$ cat src/rtl/instr_mem_pipe_if.sv
// Fetch, response and program-load signals between the fetch stage and the instruction memory.
interface instr_mem_pipe_if #(
  parameter int unsigned DATA_W = 32,
  parameter int unsigned ADDR_W = 32
);
  logic              req_valid_i;
  logic              req_ready_o;
  logic [ADDR_W-1:0] addr_i;
  logic              rsp_valid_o;
  logic              rsp_ready_i;
  logic [DATA_W-1:0] instr_o;
  logic [1:0]        fault_o;
  logic              flush_i;
  logic              load_en_i;
  logic [ADDR_W-1:0] load_addr_i;
  logic [DATA_W-1:0] load_data_i;
  logic [31:0]       fetch_cnt_o;

  modport slave (
    input  req_valid_i, addr_i, rsp_ready_i, flush_i, load_en_i, load_addr_i, load_data_i,
    output req_ready_o, rsp_valid_o, instr_o, fault_o, fetch_cnt_o
  );

  modport master (
    output req_valid_i, addr_i, rsp_ready_i, flush_i, load_en_i, load_addr_i, load_data_i,
    input  req_ready_o, rsp_valid_o, instr_o, fault_o, fetch_cnt_o
  );
endinterface

$ cat src/rtl/instr_mem_pipe.sv
// Synchronous-read instruction memory with a one-entry response register, fault
// classification, flush support and a program-load write port.
module instr_mem_pipe #(
  parameter int unsigned DATA_W    = 32,
  parameter int unsigned DEPTH     = 64,
  parameter int unsigned ADDR_W    = 32,
  parameter logic [DATA_W-1:0] NOP_INSTR = DATA_W'(32'h0000_0013)
) (
  input logic               clk_i,
  input logic               rst_i,
  instr_mem_pipe_if.slave   bus
);
  localparam int unsigned IDX_W  = $clog2(DEPTH);
  localparam int unsigned WIDX_W = ADDR_W - 2;
  localparam logic [WIDX_W:0] DEPTH_EXT = (WIDX_W + 1)'(DEPTH);

  typedef enum logic {
    EMPTY = 1'b0,
    FULL  = 1'b1
  } state_e;

  state_e            state_q, state_d;
  logic [DATA_W-1:0] mem [DEPTH];
  logic [DATA_W-1:0] instr_q;
  logic [1:0]        fault_q;
  logic [31:0]       cnt_q;

  logic              ready_c, accept_c, load_rsp_c;
  logic              fetch_in_range_c, load_in_range_c;
  logic [1:0]        fault_c;
  logic [WIDX_W-1:0] fetch_idx_c, load_idx_c;
  logic              unused_load_lsb;

  // Byte offset of a load is meaningless for word-wide writes.
  assign unused_load_lsb = ^bus.load_addr_i[1:0];

  // Range checks use the full word index so aliased high addresses are rejected.
  assign fetch_idx_c      = bus.addr_i[ADDR_W-1:2];
  assign load_idx_c       = bus.load_addr_i[ADDR_W-1:2];
  assign fetch_in_range_c = {1'b0, fetch_idx_c} < DEPTH_EXT;
  assign load_in_range_c  = {1'b0, load_idx_c} < DEPTH_EXT;

  assign fault_c = (bus.addr_i[1:0] != 2'b00) ? 2'b01 :
                   (!fetch_in_range_c)        ? 2'b10 : 2'b00;

  assign ready_c  = !bus.load_en_i && !bus.flush_i &&
                    ((state_q == EMPTY) || bus.rsp_ready_i);
  assign accept_c = bus.req_valid_i && ready_c;

  assign bus.req_ready_o = ready_c;
  assign bus.rsp_valid_o = (state_q == FULL);
  assign bus.instr_o     = instr_q;
  assign bus.fault_o     = fault_q;
  assign bus.fetch_cnt_o = cnt_q;

  // Program-load write port; out-of-range loads are dropped.
  always_ff @(posedge clk_i) begin
    if (bus.load_en_i && load_in_range_c) begin
      mem[load_idx_c[IDX_W-1:0]] <= bus.load_data_i;
    end
  end

  always_ff @(posedge clk_i or negedge rst_i) begin
    if (!rst_i) begin
      state_q <= EMPTY;
    end else begin
      state_q <= state_d;
    end
  end

  // Flush blocks acceptance via ready_c, so accept_c is already low on flush.
  always_comb begin
    state_d    = state_q;
    load_rsp_c = 1'b0;
    case (state_q)
      EMPTY: begin
        if (accept_c) begin
          state_d    = FULL;
          load_rsp_c = 1'b1;
        end
      end
      FULL: begin
        if (bus.flush_i) begin
          state_d = EMPTY;
        end else if (bus.rsp_ready_i) begin
          if (accept_c) begin
            load_rsp_c = 1'b1;
          end else begin
            state_d = EMPTY;
          end
        end
      end
      default: state_d = EMPTY;
    endcase
  end

  // Response payload and fetch counter; payload is held when not reloaded.
  always_ff @(posedge clk_i or negedge rst_i) begin
    if (!rst_i) begin
      instr_q <= NOP_INSTR;
      fault_q <= 2'b00;
      cnt_q   <= 32'd0;
    end else begin
      if (load_rsp_c) begin
        instr_q <= (fault_c == 2'b00) ? mem[fetch_idx_c[IDX_W-1:0]] : NOP_INSTR;
        fault_q <= fault_c;
      end
      if (accept_c) begin
        cnt_q <= cnt_q + 32'd1;
      end
    end
  end
endmodule

$ cat src/flat_wrapper.sv
// flat-port wrapper written by rule: the top's interface ports become plain ports
module instr_mem_pipe_flat 
#(
  parameter int unsigned DATA_W    = 32,
  parameter int unsigned DEPTH     = 64,
  parameter int unsigned ADDR_W    = 32,
  parameter logic [DATA_W-1:0] NOP_INSTR = DATA_W'(32'h0000_0013)
)
  (clk_i, rst_i, bus_req_valid_i, bus_addr_i, bus_rsp_ready_i, bus_flush_i, bus_load_en_i, bus_load_addr_i, bus_load_data_i, bus_req_ready_o, bus_rsp_valid_o, bus_instr_o, bus_fault_o, bus_fetch_cnt_o);
  instr_mem_pipe_if #(.DATA_W(DATA_W), .ADDR_W(ADDR_W)) bus_i ();
  input logic clk_i;
  input logic rst_i;
  input wire logic [$bits(bus_i.req_valid_i)-1:0] bus_req_valid_i;
  input wire logic [$bits(bus_i.addr_i)-1:0] bus_addr_i;
  input wire logic [$bits(bus_i.rsp_ready_i)-1:0] bus_rsp_ready_i;
  input wire logic [$bits(bus_i.flush_i)-1:0] bus_flush_i;
  input wire logic [$bits(bus_i.load_en_i)-1:0] bus_load_en_i;
  input wire logic [$bits(bus_i.load_addr_i)-1:0] bus_load_addr_i;
  input wire logic [$bits(bus_i.load_data_i)-1:0] bus_load_data_i;
  output wire logic [$bits(bus_i.req_ready_o)-1:0] bus_req_ready_o;
  output wire logic [$bits(bus_i.rsp_valid_o)-1:0] bus_rsp_valid_o;
  output wire logic [$bits(bus_i.instr_o)-1:0] bus_instr_o;
  output wire logic [$bits(bus_i.fault_o)-1:0] bus_fault_o;
  output wire logic [$bits(bus_i.fetch_cnt_o)-1:0] bus_fetch_cnt_o;
  assign bus_i.req_valid_i = bus_req_valid_i;
  assign bus_i.addr_i = bus_addr_i;
  assign bus_i.rsp_ready_i = bus_rsp_ready_i;
  assign bus_i.flush_i = bus_flush_i;
  assign bus_i.load_en_i = bus_load_en_i;
  assign bus_i.load_addr_i = bus_load_addr_i;
  assign bus_i.load_data_i = bus_load_data_i;
  assign bus_req_ready_o = bus_i.req_ready_o;
  assign bus_rsp_valid_o = bus_i.rsp_valid_o;
  assign bus_instr_o = bus_i.instr_o;
  assign bus_fault_o = bus_i.fault_o;
  assign bus_fetch_cnt_o = bus_i.fetch_cnt_o;
  instr_mem_pipe #(.DATA_W(DATA_W), .DEPTH(DEPTH), .ADDR_W(ADDR_W), .NOP_INSTR(NOP_INSTR)) u_core (.clk_i(clk_i), .rst_i(rst_i), .bus(bus_i));
endmodule
$ cat config.mk
export PLATFORM = sky130hd
export DESIGN_NAME = instr_mem_pipe_flat
export DESIGN_NICKNAME = d
export VERILOG_FILES = /design/src/rtl/instr_mem_pipe_if.sv /design/src/rtl/instr_mem_pipe.sv /design/src/flat_wrapper.sv
export SDC_FILE = /design/constraint.sdc
export NUM_CORES = 2
export LEC_CHECK = 0
export ABC_AREA = 1
export CAP_MARGIN = 20
export CORE_MARGIN = 2
export CORE_UTILIZATION = 50
export CTS_CLUSTER_DIAMETER = 120
export CTS_CLUSTER_SIZE = 16
export DETAILED_ROUTE_END_ITERATION = 6
export PLACE_DENSITY = 0.66
export SLEW_MARGIN = 10
export SYNTH_ARGS = -nofsm -noshare
export SYNTH_HDL_FRONTEND = slang
export SYNTH_SLANG_ARGS = --single-unit
$ cat constraint.sdc
create_clock -name clk_i -period 2.2 [get_ports clk_i]
set_input_delay 0.55 -clock clk_i [delete_from_list [all_inputs] [get_ports clk_i]]
set_output_delay 0.55 -clock clk_i [all_outputs]
set_load 0.02 [all_outputs]
Word level (Yosys, flattened, before mapping)
Memory sizes are Yosys's and may differ from the RTL's.
Index checks and enable logic that the tools add are counted.
{ "word_totals": {"reg_bits": 67, "latch_bits": 0, "ram_bits": 2048, "mem_bits_ro": 0, "output_inout_bits": 68, "wordCells": 30, "memories": 1} }
{ "memory_table": {"columns": ["name", "words", "width", "rd", "rd_ports_with_merged_regs", "write_ports", "line", "text"], "rows": [
  ["u_core.mem", 64, 32, 1, 0, 1, "instr_mem_pipe.sv:23", "logic [DATA_W-1:0] mem [DEPTH];"]
]} }
{ "classes": {"add_sub_neg": 1, "mul": 0, "div_mod_pow": 0, "order_cmp": 2, "eq_ne": 0, "shift": 0, "n_mux": 12, "bitwise": 1, "n_reduce_logical": 9} }
{ "op_table": {"columns": ["operator", "n"], "rows": [
  ["less-than comparator 30 x 7 -> 1 bit, second input constant", 2],
  ["adder 32 x 1 -> 32 bit, second input constant", 1],
  ["two-way mux 32 bit", 1],
  ["two-way mux 1 bit", 7],
  ["logical AND 1 bit", 4],
  ["two-way mux 2 bit", 2],
  ["case mux 1 bit (2 select lines)", 2],
  ["zero test 1 bit", 2],
  ["zero test 2 bit", 1],
  ["nonzero test 2 bit", 1],
  ["logical OR 1 bit", 1],
  ["NOT 1 bit", 1]
]} }

Logic depth before layout (Yosys ltp)
{ "logic_depth": {"depth_word": 8, "mapped_depth": 13} }

Least setup slack after synthesis
Ideal clock, no wire load.
{ "synth_timing": {"kind": "input -> register", "from": "in bus_load_addr_i[17]", "to": "mem u_core.mem[11][0], enable pin", "arrival_time_ns": 2.949, "path_slack_ns": -1.171, "cell_stages": 5, "path_buffers": 0, "path_cell_list": "nor4_1 nand4_1 nor3b_1 nand3_1 nor2_1"} }
{ "synth_via": {"elab_chain_len": 4} }
{ "synth_lines": {"columns": ["item", "line", "text"], "rows": [
  ["from (decl)", "flat_wrapper.sv:18", "input wire logic [$bits(bus_i.load_addr_i)-1:0] bus_load_addr_i;"],
  ["less-than comparator 30 x 7 -> 1 bit", "instr_mem_pipe.sv:41", "assign load_in_range_c = {1'b0, load_idx_c} < DEPTH_EXT;"],
  ["logical AND 1 bit", "instr_mem_pipe.sv:58", "if (bus.load_en_i && load_in_range_c) begin"],
  ["two-way mux 1 bit", "instr_mem_pipe.sv:58", null],
  ["two-way mux 1 bit (not written as such)", "instr_mem_pipe.sv:59", "mem[load_idx_c[IDX_W-1:0]] <= bus.load_data_i;"],
  ["to (decl)", "instr_mem_pipe.sv:23", null]
]} }
No other way between the ends.

Final worst setup path
{ "layout_timing": {"from": "in bus_load_addr_i[16]", "to": "mem u_core.mem[18][15], enable pin"} }
The elaborated chain is that of the path after synthesis.

==> key figures <==
Outcome
  • Status: finished, violations left
  • Failing checks: DRC, setup timing

Finish
  • Fin area: 102000 µm²
  • Finished Core Util: 0.601
  • Fill cell count: 13000
  • Area grow syn2layout: 19.6%
  • Share of layout cells above drive strength 1: 0.137
  • Nets: 7738

Die
  • Die X: 417 µm
  • Number of cell rows: 151
  • Initial Util: 0.503
  • CORE AREA: 169000 µm²
  • Ports: 170
  • Die height: 417 µm
  • DIE AREA: 174000 µm²

Synthesis
  • Post-Synth Simple-Gate Area: 0.219
  • Syn Area/Cell: 12.1 µm²
  • Synth top area cells: edfxtp_1, nand3_1, nand2_1
  • Compound-Gate Fraction of Synth Area: 0.00615
  • Largest family of logic cells by synthesized area: simple AND/OR/NAND/NOR gates
  • Synth Area in XOR/XNOR: 0.00298
  • Syn Inst Count: 7056
  • Synth warn: 0
  • Share of the synthesized area in the top cell type: 0.723
  • Synth area leader: edfxtp_1
  • Cell area after synthesis: 85100 µm²
  • Sequential share of the synthesized area: 0.742
  • Mux cell area share after synthesis: 0
  • Netlist cell types: 40
  • Synthesized netlist net count: 7159
  • Area share of fa/ha/maj cells after synthesis: 0.000147
  • Synthesized flop and latch total: 2115

GRT
  • Grt ovf: 0
  • Largest net degree at the start of global routing: 65
  • Total Routing Usage GR: 0.296
  • Vias in the first global route: 56100
  • Initial antenna violation count: 11
  • First-pass GRT wire length: 376 mm

Placed design
  • GPL Wtd Cong: 0.961
  • Placement-stage cell area: 95800 µm²
  • Placement Setup Slack: -1040 ps
  • Dpl hpwl: 164 mm
  • Port bufs: 167

Power
  • Static leakage: 36.7 nW
  • Pwr Density: 753 nW/µm²
  • Worst VDD drop: 0.805 mV

Clock network
  • Clk root buf: clkbuf_16
  • CTS buffer count: 150
  • Clk_lat worst skew: 810 ps
  • CTS Buffer Depth: 3
  • Clock slew seen by the registers of the worst setup and hold paths: 70 ps
  • CTS tree: yes
  • H-tree depth: 4
  • # clock sinks: 2115

STA
  • Fin crit period: 2340 ps
  • Max Slew Vio Count: 0
  • Measured slew at the worst slew-check pin: 1080 ps
  • Final Setup Violations: 425
  • F_max: 427 MHz
  • RSZ-0062 raised after global routing: true
  • Final hold vios: 0
  • Max Clock Skew: 25.1 ps
  • Relative slew slack: 0.279
  • Hold_ws: 114 ps
  • Period utilisation layout: 1.06
  • Final worst slack: -140 ps

Worst setup path
  • Worst setup SP type: input pin
  • Most frequent cell on the critical path: buf_12
  • Data required, critical path: 2710 ps
  • CP Cell Sequence: buf_6 > nor4_4 > nand4_1 > buf_4 > nor3_4 > buf_12 > buf_8 > nand3_4 > buf_12 > buf_12 > buf_6 > nor2_4 > buf_12 > buf_12 > buf_12
  • Crit Path Category: input pin to flop
  • WP buf/inv: 10
  • CP arrival: 2850 ps
  • CP Capture Type: flop
  • Top Family by Delay on Critical Path: buffers and inverters
  • Worst path max stage delay: 360 ps
  • Crit-path max FO: 8
  • Worst path slowest cell: nor3_4

Route
  • Final ANT Viol Nets: 0
  • Vias per inst: 5.98
  • # DRC: 2
  • Final WL: 261 mm
  • DR iter-0 viols: 8830
  • DRT Pass-1 Iters: 7
  • DR WL/cell: 26.3 µm
  • Vias: 59200

Flow run
  • Max Cap Viol: 0

Worst hold path
  • Min-delay worst type: input pin to flop
[metrics by stage]
stage	setup TNS, ps	power (mW)	std cells
2_1_floorplan	-1017350	47.8	7056
3_3_place_gp	-1941210	51.3	9601
3_5_place_dp	-1958540	51.4	9601
4_1_cts	-50320	76.8	9871
5_1_grt	-67000	78.6	9896
6_report	-23720	76.7	9903
[power breakdown]
group	leakage (nW)	switching, mW	internal, mW
Combinational	15.4	4.35	1.94
Clock	2.02	13.2	12.9
Sequential	19.3	0.103	44.2
[state kept, by name, indices dropped and copies added (netlist names)]
name and flops:
u_core.mem 2048, u_core.bus.fault_o 2, u_core.bus.fetch_cnt_o 32, u_core.bus.instr_o 32, u_core.bus.rsp_valid_o 1
[worst reg2reg max path: stages (launching register included)]
cell      delay (ps)
edfxtp_1         370
or2_2            280
nand3_1           80
nand2_1           60
nand2_1           50
nand3_1          100
nand3_1          130
buf_4            180
nand3_1          380
nand3_1          260
nand2_1           70
[synth_stat cells (all sizes together)]
cell type and instances:
and3 1, a21boi 1, dfstp 3, nor3 15
edfxtp 2048, nand4 10, inv 92, and2 2
clkbuf 123, nand3 1951, nor4 13, nor2 147
xor2 20, nand2 2117, o21ai 76, a22oi 1
o21a 1, buf 330, ha 1, dfrtp 64
o211ai 2, or2 5, nand3b 2, nor3b 1
a21oi 21, xnor2 9
[placed cells by master, fill, tap and decap left out, types with 6 or more instances in the layout]
cell	netlist	layout
xnor2_1	9	9
o21ai_0	76	76
a21oi_1	21	21
nor2_1	143	79
dlygate4sd2_1	0	44
clkdlybuf4s15_1	0	25
clkdlybuf4s15_2	0	12
buf_6	1	27
inv_1	87	85
buf_16	0	17
buf_4	28	382
buf_8	0	18
nor3_1	10	9
nand3_1	1949	1941
nor2_4	2	67
nand3_4	1	9
inv_6	0	6
nor4_1	13	10
nand4_1	10	10
clkbuf_16	0	175
edfxtp_1	2048	2048
clkdlybuf4s50_1	0	35
buf_2	255	21
buf_12	0	279
clkbuf_1	122	29
dfrtp_1	64	60
diode_2	0	7
xor2_1	20	20
nand2_1	2115	2115
[layer usage]
layer  up-vias  track usage  share of wire
met5         -            0       0.000050
met4         2        0.125          0.044
li1      26200            -              -
met3       436       0.0516           0.10
met1     29100        0.419           0.39
met2      3501        0.456           0.46
[timing repair]
action / in CTS / in global routing
endpoints found under the setup margin: 1992 / 908
pin swaps: 22 / 16
hold endpoints to repair: 20 / 0
hold buffers: 1 / 0
gates cloned: 24 / 22
resized for setup: 240 / 39
buffers inserted: 51 / 19
[logic make-up (layout without fill, tap and decap cells)]
kind of cell | count (synthesis) | count (layout)
simple gates | 4264 | 4264
compound gates | 102 | 102
xor+xnor | 29 | 29
buf+inv | 545 | 1167
fa+ha+maj | 1 | 1
other cells | 0 | 7
flops | 2115 | 2115
[path summary, 6_finish.rpt]
path	from	end	slack, ps	cells after the start
worst max-delay path	bus_load_addr_i[16]	u_core.mem[18][15]$_DFFE_PP_	-140	15
worst min-delay path	bus_load_data_i[24]	u_core.mem[9][24]$_DFFE_PP_	110	1
worst max register to register	u_core.mem[48][26]$_DFFE_PP_	u_core.bus.instr_o[26]$_DFFE_PN0P_	160	10
worst min register to register	u_core.bus.instr_o[14]$_DFFE_PN0P_	u_core.bus.instr_o[14]$_DFFE_PN0P_	490	2
max in group asynchronous	rst_i	u_core.bus.instr_o[4]$_DFFE_PN1P_	1340	3
min in group asynchronous	rst_i	u_core.bus.instr_o[30]$_DFFE_PN0P_	230	2
[area by class of cell]
type	instances	area (µm²)	share of cell area
Antenna cell	7	17.5	0.000172
Clock buffer	186	4040	0.0397
Clock inverter	9	111	0.00109
Inverter	92	374	0.00368
Multi-Input combinational cell	4396	20100	0.197
Sequential cell	2115	63200	0.621
Tap cell	2218	2780	0.0273
Timing Repair Buffer	880	11200	0.110
Power figures use the tool's default switching activity.
